--- src/rtl/data_mem_responder.sv ---
// Syn/ack data-memory responder: a DEPTH-word RAM that answers one access per
// handshake after WAIT_CYCLES wait states, with a single-cycle ack.
module data_mem_responder #(
  parameter int DWIDTH      = 32,
  parameter int AWIDTH      = 32,
  parameter int DEPTH       = 36,
  parameter int WAIT_CYCLES = 1
) (
  input  logic              dm_clk,
  input  logic              dm_rst,
  input  logic              dm_i_syn,
  input  logic              dm_i_we,
  input  logic [AWIDTH-1:0] dm_i_addr,
  input  logic [3:0]        dm_i_be,
  input  logic [DWIDTH-1:0] dm_i_wdata,
  output logic [DWIDTH-1:0] dm_o_rdata,
  output logic              dm_o_ack,
  output logic              dm_o_err,
  output logic              dm_o_busy
);

  localparam logic [1:0] ST_IDLE    = 2'd0;
  localparam logic [1:0] ST_WAIT    = 2'd1;
  localparam logic [1:0] ST_RESP    = 2'd2;
  localparam logic [1:0] ST_RELEASE = 2'd3;

  localparam int IW = (DEPTH > 1) ? $clog2(DEPTH) : 1;
  localparam logic [3:0] WAIT_INIT = (WAIT_CYCLES == 0) ? 4'd0 : 4'(WAIT_CYCLES - 1);
  localparam logic [AWIDTH-3:0] DEPTH_W = (AWIDTH-2)'(DEPTH);

  logic [1:0]        state_q, state_d;
  logic [3:0]        cnt_q, cnt_d;
  logic [AWIDTH-1:0] addr_q, addr_d;
  logic              we_q, we_d;
  logic [3:0]        be_q, be_d;
  logic [DWIDTH-1:0] wdata_q, wdata_d;
  logic [DWIDTH-1:0] rdata_q, rdata_d;
  logic              err_q, err_d;
  logic [DWIDTH-1:0] mem_q [DEPTH];
  logic [DWIDTH-1:0] mem_d [DEPTH];

  logic [AWIDTH-1:0] src_addr;
  logic              src_we;
  logic [AWIDTH-3:0] src_idx;
  logic              src_bad;
  logic [DWIDTH-1:0] src_rdata;
  logic [AWIDTH-3:0] commit_idx;

  // Response is computed on entry to RESP; in IDLE (zero wait states) the
  // request has not been latched yet, so it is taken straight from the inputs.
  always_comb begin
    src_addr  = (state_q == ST_IDLE) ? dm_i_addr : addr_q;
    src_we    = (state_q == ST_IDLE) ? dm_i_we   : we_q;
    src_idx   = src_addr[AWIDTH-1:2];
    src_bad   = (src_addr[1:0] != 2'b00) || (src_idx >= DEPTH_W);
    src_rdata = '0;
    if (!src_bad && !src_we) begin
      src_rdata = mem_q[src_idx[IW-1:0]];
    end
  end

  always_comb begin
    state_d = state_q;
    cnt_d   = cnt_q;
    addr_d  = addr_q;
    we_d    = we_q;
    be_d    = be_q;
    wdata_d = wdata_q;
    rdata_d = rdata_q;
    err_d   = err_q;
    case (state_q)
      ST_IDLE: begin
        if (dm_i_syn) begin
          addr_d  = dm_i_addr;
          we_d    = dm_i_we;
          be_d    = dm_i_be;
          wdata_d = dm_i_wdata;
          if (WAIT_CYCLES == 0) begin
            state_d = ST_RESP;
            rdata_d = src_rdata;
            err_d   = src_bad;
          end else begin
            state_d = ST_WAIT;
            cnt_d   = WAIT_INIT;
          end
        end
      end
      ST_WAIT: begin
        if (cnt_q == 4'd0) begin
          state_d = ST_RESP;
          rdata_d = src_rdata;
          err_d   = src_bad;
        end else begin
          cnt_d = cnt_q - 4'd1;
        end
      end
      ST_RESP: state_d = ST_RELEASE;
      default: begin
        if (!dm_i_syn) begin
          state_d = ST_IDLE;
        end
      end
    endcase
  end

  // Store lands on the edge leaving RESP, using only the latched request.
  always_comb begin
    commit_idx = addr_q[AWIDTH-1:2];
    for (int unsigned i = 0; i < DEPTH; i++) begin
      mem_d[i] = mem_q[i];
    end
    if ((state_q == ST_RESP) && we_q && !err_q) begin
      for (int unsigned n = 0; n < 4; n++) begin
        if (be_q[n]) begin
          mem_d[commit_idx[IW-1:0]][8*n +: 8] = wdata_q[8*n +: 8];
        end
      end
    end
  end

  always_ff @(posedge dm_clk or posedge dm_rst) begin
    if (dm_rst) begin
      state_q <= ST_IDLE;
      cnt_q   <= '0;
      addr_q  <= '0;
      we_q    <= 1'b0;
      be_q    <= '0;
      wdata_q <= '0;
      rdata_q <= '0;
      err_q   <= 1'b0;
      for (int unsigned i = 0; i < DEPTH; i++) begin
        mem_q[i] <= '0;
      end
    end else begin
      state_q <= state_d;
      cnt_q   <= cnt_d;
      addr_q  <= addr_d;
      we_q    <= we_d;
      be_q    <= be_d;
      wdata_q <= wdata_d;
      rdata_q <= rdata_d;
      err_q   <= err_d;
      for (int unsigned i = 0; i < DEPTH; i++) begin
        mem_q[i] <= mem_d[i];
      end
    end
  end

  assign dm_o_ack   = (state_q == ST_RESP);
  assign dm_o_err   = dm_o_ack && err_q;
  assign dm_o_rdata = rdata_q;
  assign dm_o_busy  = (state_q != ST_IDLE);

endmodule

--- config.mk ---
export PLATFORM = sky130hd
export DESIGN_NAME = data_mem_responder
export DESIGN_NICKNAME = d
export VERILOG_FILES = /design/src/rtl/data_mem_responder.sv
export SDC_FILE = /design/constraint.sdc
export NUM_CORES = 2
export LEC_CHECK = 0
export ABC_AREA = 1
export CAP_MARGIN = 30
export CORE_ASPECT_RATIO = 1.25
export CORE_MARGIN = 10
export CORE_UTILIZATION = 25
export CTS_BUF_LIST = sky130_fd_sc_hd__clkbuf_8
export CTS_CLUSTER_DIAMETER = 30
export CTS_CLUSTER_SIZE = 25
export DETAILED_ROUTE_END_ITERATION = 7
export HOLD_SLACK_MARGIN = 0.05
export PLACE_DENSITY = 0.48
export SKIP_LAST_GASP = 1
export SYNTH_ARGS = -nofsm -noshare
export SYNTH_HDL_FRONTEND = slang
export SYNTH_SLANG_ARGS = --single-unit
--- constraint.sdc ---
create_clock -name dm_clk -period 43 [get_ports dm_clk]
set_clock_uncertainty 0.1 [all_clocks]
set_input_delay 8.6 -clock dm_clk [delete_from_list [all_inputs] [get_ports dm_clk]]
set_output_delay 8.6 -clock dm_clk [all_outputs]
set_load 0.1 [all_outputs]
Yosys cells after proc, flatten, opt, wreduce, memory -nomap -nowiden
Cells that the tools add are included. Widths: inputs -> output; s select.

$add $sub $neg: 1. $lt $le $gt $ge: 4. Equal/unequal tests: 6. Multiplexer cells: 32. Bitwise logic cells: 2. Reduce and logical (&&, ||, !) cells: 18.

Operator list (number): $mux 1152 (7); $bwmux 1152 (4); $demux 32 s6 (4); $bmux 32 s6 (1); $mux 32 (5); $ge 30x6->1 const B (1); $mux 24 (1); $mux 16 (1); $ge 7x7->1 const B (2); $not 6->7 (2); $mux 4 (2); $mux 8 (1); $pmux 4 s2 (1); $lt 7x1->1 const B (1); $mux 2 (3); $ne 2x2->1 const B (3); $pmux 2 s3 (1); $reduce_and 3->1 (2); $reduce_bool 2->1 (3); $logic_and 1x1->1 (5); $logic_not 4->1 (1); $ne 4x1->1 const B (1); $reduce_and 2->1 (2); $sub 4x1->4 const B (1); other kinds (6) (8).

Bits in registers: 1260. Output and inout bits: 35. Logic and storage cells: 107.

Depth between registers and ports, before layout
Depth after elaboration: 16. Depth in mapped cells: 19. Mapped depth without buffers: 17.

Least setup slack after synthesis
No wires, ideal clock.

Kind: register to output. Start: register state_q[0]. End: output port dm_o_err. Arrival: 2054 ps. Required time: 34300 ps. Path slack: 32246 ps. Stages on the path, launching flop included: 5. Cell sequence: dfrtp_1 -> inv_1 -> ha_1 -> nand2_1 -> inv_1.

Longest elaborated chain between the ends: 2.

Ends and longest elaborated chain: start: declaration (line 31) `logic [1:0] state_q, state_d;`; start signal: assignment (line 135) `state_q <= state_d;`; $eq 2x2->1 (line 149) `assign dm_o_ack = (state_q == ST_RESP);`; via dm_o_ack (line 17) `output logic dm_o_ack,`; $logic_and 1x1->1 (line 150) `assign dm_o_err = dm_o_ack && err_q;`; end: declaration (line 18) `output logic dm_o_err,`.

The timed path passes the listed nets, and every way through them passes these cells.

==> results.cfg <==
[clock_tree]
cts.htree.levels = 5
cts_buffers = 275
cts_max_path_buffers = 4
holdBufCountCts = 0
cts_tree = built
clkTransAtPathRegs_ns = 0.05
cts_resized = 0
insertion_delay_ns = 1.01
post_cts_buffers = 0
clkSinkCount = 1260
cts-root-buf = clkbuf_8

[global_routing]
grt_pass1_vias = 47500
gr-total-overflow = 0
grt_max_degree = 193
grt_pass1_wl_um = 299000
antenna_found_initial = 10
track_usage_pct = 15.4

[timing]
fmax_mhz = 77.6
finalHoldViolCount = 0
relSlewSlack_pct = 25.1
rsz0062_at_grt = no
tns_ns = 0
drv_slew = 0
setup_violations = 0
fin_crit_sh_pct = 30.0
period_minus_slack_ns = 12.88
worstMarginPinSlew_ns = 1.12
holdWs_ns = 0.378

[hold_path]
whs_endpoint = mem_q[830]
hold_class = reg -> reg
whs_path_depth = 2
hp-start = mem_q[830]

[routing]
routed_wl_um = 195000
remaining_drc_errors = 90
vias_per_cell = 4.76
drt_iter0_markers = 4219
antenna_left = 0
vias = 48500
wl_per_cell_um = 19.1
drt-pass1-iter-count = 8

[yosys]
yosysMostFrequentCell = nand2_1
synth_area_mm2 = 0.0567
synth-seq-area-share_pct = 55.6
ys.flop_type = dfrtp_1
yosys-top-cells-count = nand2_1 (2,702), dfrtp_1 (1,260), o21ai_0 (1,249), nand3_1 (682), clkbuf_1 (310)
synthDistinctLibCells = 33
synthArstFlopShare_pct = 100
synth-edff-count = 0
syn_inst = 7054
yosysWarnings = 0
avgSynthCellArea_um2 = 8.04
synth_top_area_share_pct = 55.6
synth_seq_cells = 1260
yosysTopAreaCell = dfrtp_1
syn_nets = 7133
synthTopCellsByArea = dfrtp_1 (56%), nand2_1 (18%), o21ai_0 (11%)

[critical_path]
required_ns = 44.04
reg2reg_to = dm_o_rdata[17]
cp_max_fo = 157
reg2reg_slack_ns = 37.65
startpoint_type = primary input
timing.rr.start = state_q[0]
reg2reg_depth = 17
cp.arrival_ns = 13.92
cp-end-kind = async pin
critical_path_class = in -> async

[final_layout]
finalNonFillerCells = 10200
seqCellArea_mm2 = 0.0315
drive_gt1_share_pct = 8.53
area_growth_pct = 17.3
fillers = 24300
multi_input_area_mm2 = 0.0227
fin_nets = 7123

[floorplanning]
dieArea_mm2 = 0.247
start_util_pct = 25.1
io_pins = 107
die_h_um = 553
design.core.area_mm2 = 0.226
die_w_um = 446
rows = 195

[run]
max_cap_viol_count = 0

[place]
portBuffers = 106
place.gp.congestion = 0.781
hpwl_um = 115000
placedCellCount = 9715

[status]
violations = design-rule violations
outcome = complete, but fails checks

[power_and_ir_drop]
leakage_uw = 0.0292
total_power_uw = 4430
ir_drop_uv = 68.0
p_per_area_mw_per_mm2 = 66.5
==> state kept, by name, indices dropped and copies added (netlist names) <==
signal and flops:
addr_q 32, be_q 4, cnt_q 4, dm_o_rdata 32
err_q 1, mem_q 1152, state_q 2, wdata_q 32
we_q 1
==> power breakdown <==
group	switching [µW]	internal [µW]	total (µW)
logic	1370	401	1770
clock network	571	824	1390
registers	28.8	1230	1260
total	1970	2460	4430
==> layout by cell type (no fill, tap or decap), types with 5 or more instances in the layout <==
master / n
o221a_1: 15
clkinvlp_4: 29
nand3b_1: 5
nor2_2: 16
buf_8: 7
dfrtp_1: 1260
o21ai_0: 1249
nand3_1: 682
a21oi_1: 159
clkdlybuf4s50_1: 105
bufinv_16: 22
nand2_1: 2700
o221a_2: 14
mux2_2: 9
buf_16: 13
o22ai_1: 5
clkinv_4: 12
nor2_1: 238
inv_1: 132
nor3_1: 6
nand4_1: 5
buf_12: 7
clkbuf_8: 324
o21ai_4: 5
clkinv_2: 51
buf_4: 87
ha_1: 7
inv_2: 6
o21ai_1: 51
==> critical path, cell delays in order <==
cell,delay (ns)
clkdlybuf4s50_1,0.48
clkinvlp_4,0.40
buf_4,0.24
buf_16,0.29
buf_4,0.74
buf_12,0.68
buf_4,0.54
buf_16,0.31
buf_4,0.71
buf_4,0.33
buf_16,0.32
==> per-stage QoR <==
step | area [µm²] | util [%] | setup WS (ns)
after floorplan | 56700 | - | 16.89
after global placement | 60100 | 26.6 | 27.81
after detailed placement | 60500 | 26.8 | 27.97
after CTS | 66300 | 29.4 | 29.04
after global routing | 66500 | 29.4 | 29.34
final | 66500 | 29.4 | 30.12
==> worst max path at each step <==
stage / start / end / slack, ns / cells past startpoint
after floorplan: dm_rst / addr_q[0] / 16.89 / 1
after global placement: dm_rst / mem_q[202] / 27.81 / 8
after detailed placement: dm_rst / mem_q[168] / 27.97 / 9
after CTS: dm_rst / mem_q[200] / 29.04 / 9
after global routing: dm_rst / mem_q[200] / 29.34 / 11
final: dm_rst / mem_q[200] / 30.12 / 11
==> metal layers <==
| layer | track usage, % | part of all wire [%] |
|---|---|---|
| met5 | 0.255 | 0.059 |
| met4 | 6.24 | 3.9 |
| met3 | 2.89 | 5.6 |
| met2 | 25.4 | 47 |
| met1 | 19.9 | 43 |
==> logic make-up (layout without fill, tap and decap cells) <==
logic type / Yosys count / after routing / share of synthesized area (%)
compound gates: 1500 / 1500 / 13.6
buf+inv: 615 / 802 / 4.56
xor+xnor: 1 / 1 / 0.0154
flops: 1260 / 1260 / 55.6
fa+ha+maj: 7 / 7 / 0.154
mux: 9 / 9 / 0.179
other cells: 0 / 4 / 0
simple gates: 3662 / 3662 / 25.9
==> layout make-up <==
class / count / share of cell area [%]
inverter: 106 / 0.606
timing repair buffer: 222 / 3.52
clock inverter: 150 / 2.07
clock buffer: 324 / 6.70
multi-input combinational: 5179 / 34.1
tap: 2955 / 5.56
sequential: 1260 / 47.4
antenna: 4 / 0.0150
No activity file was read; power rests on OpenSTA's default activity.
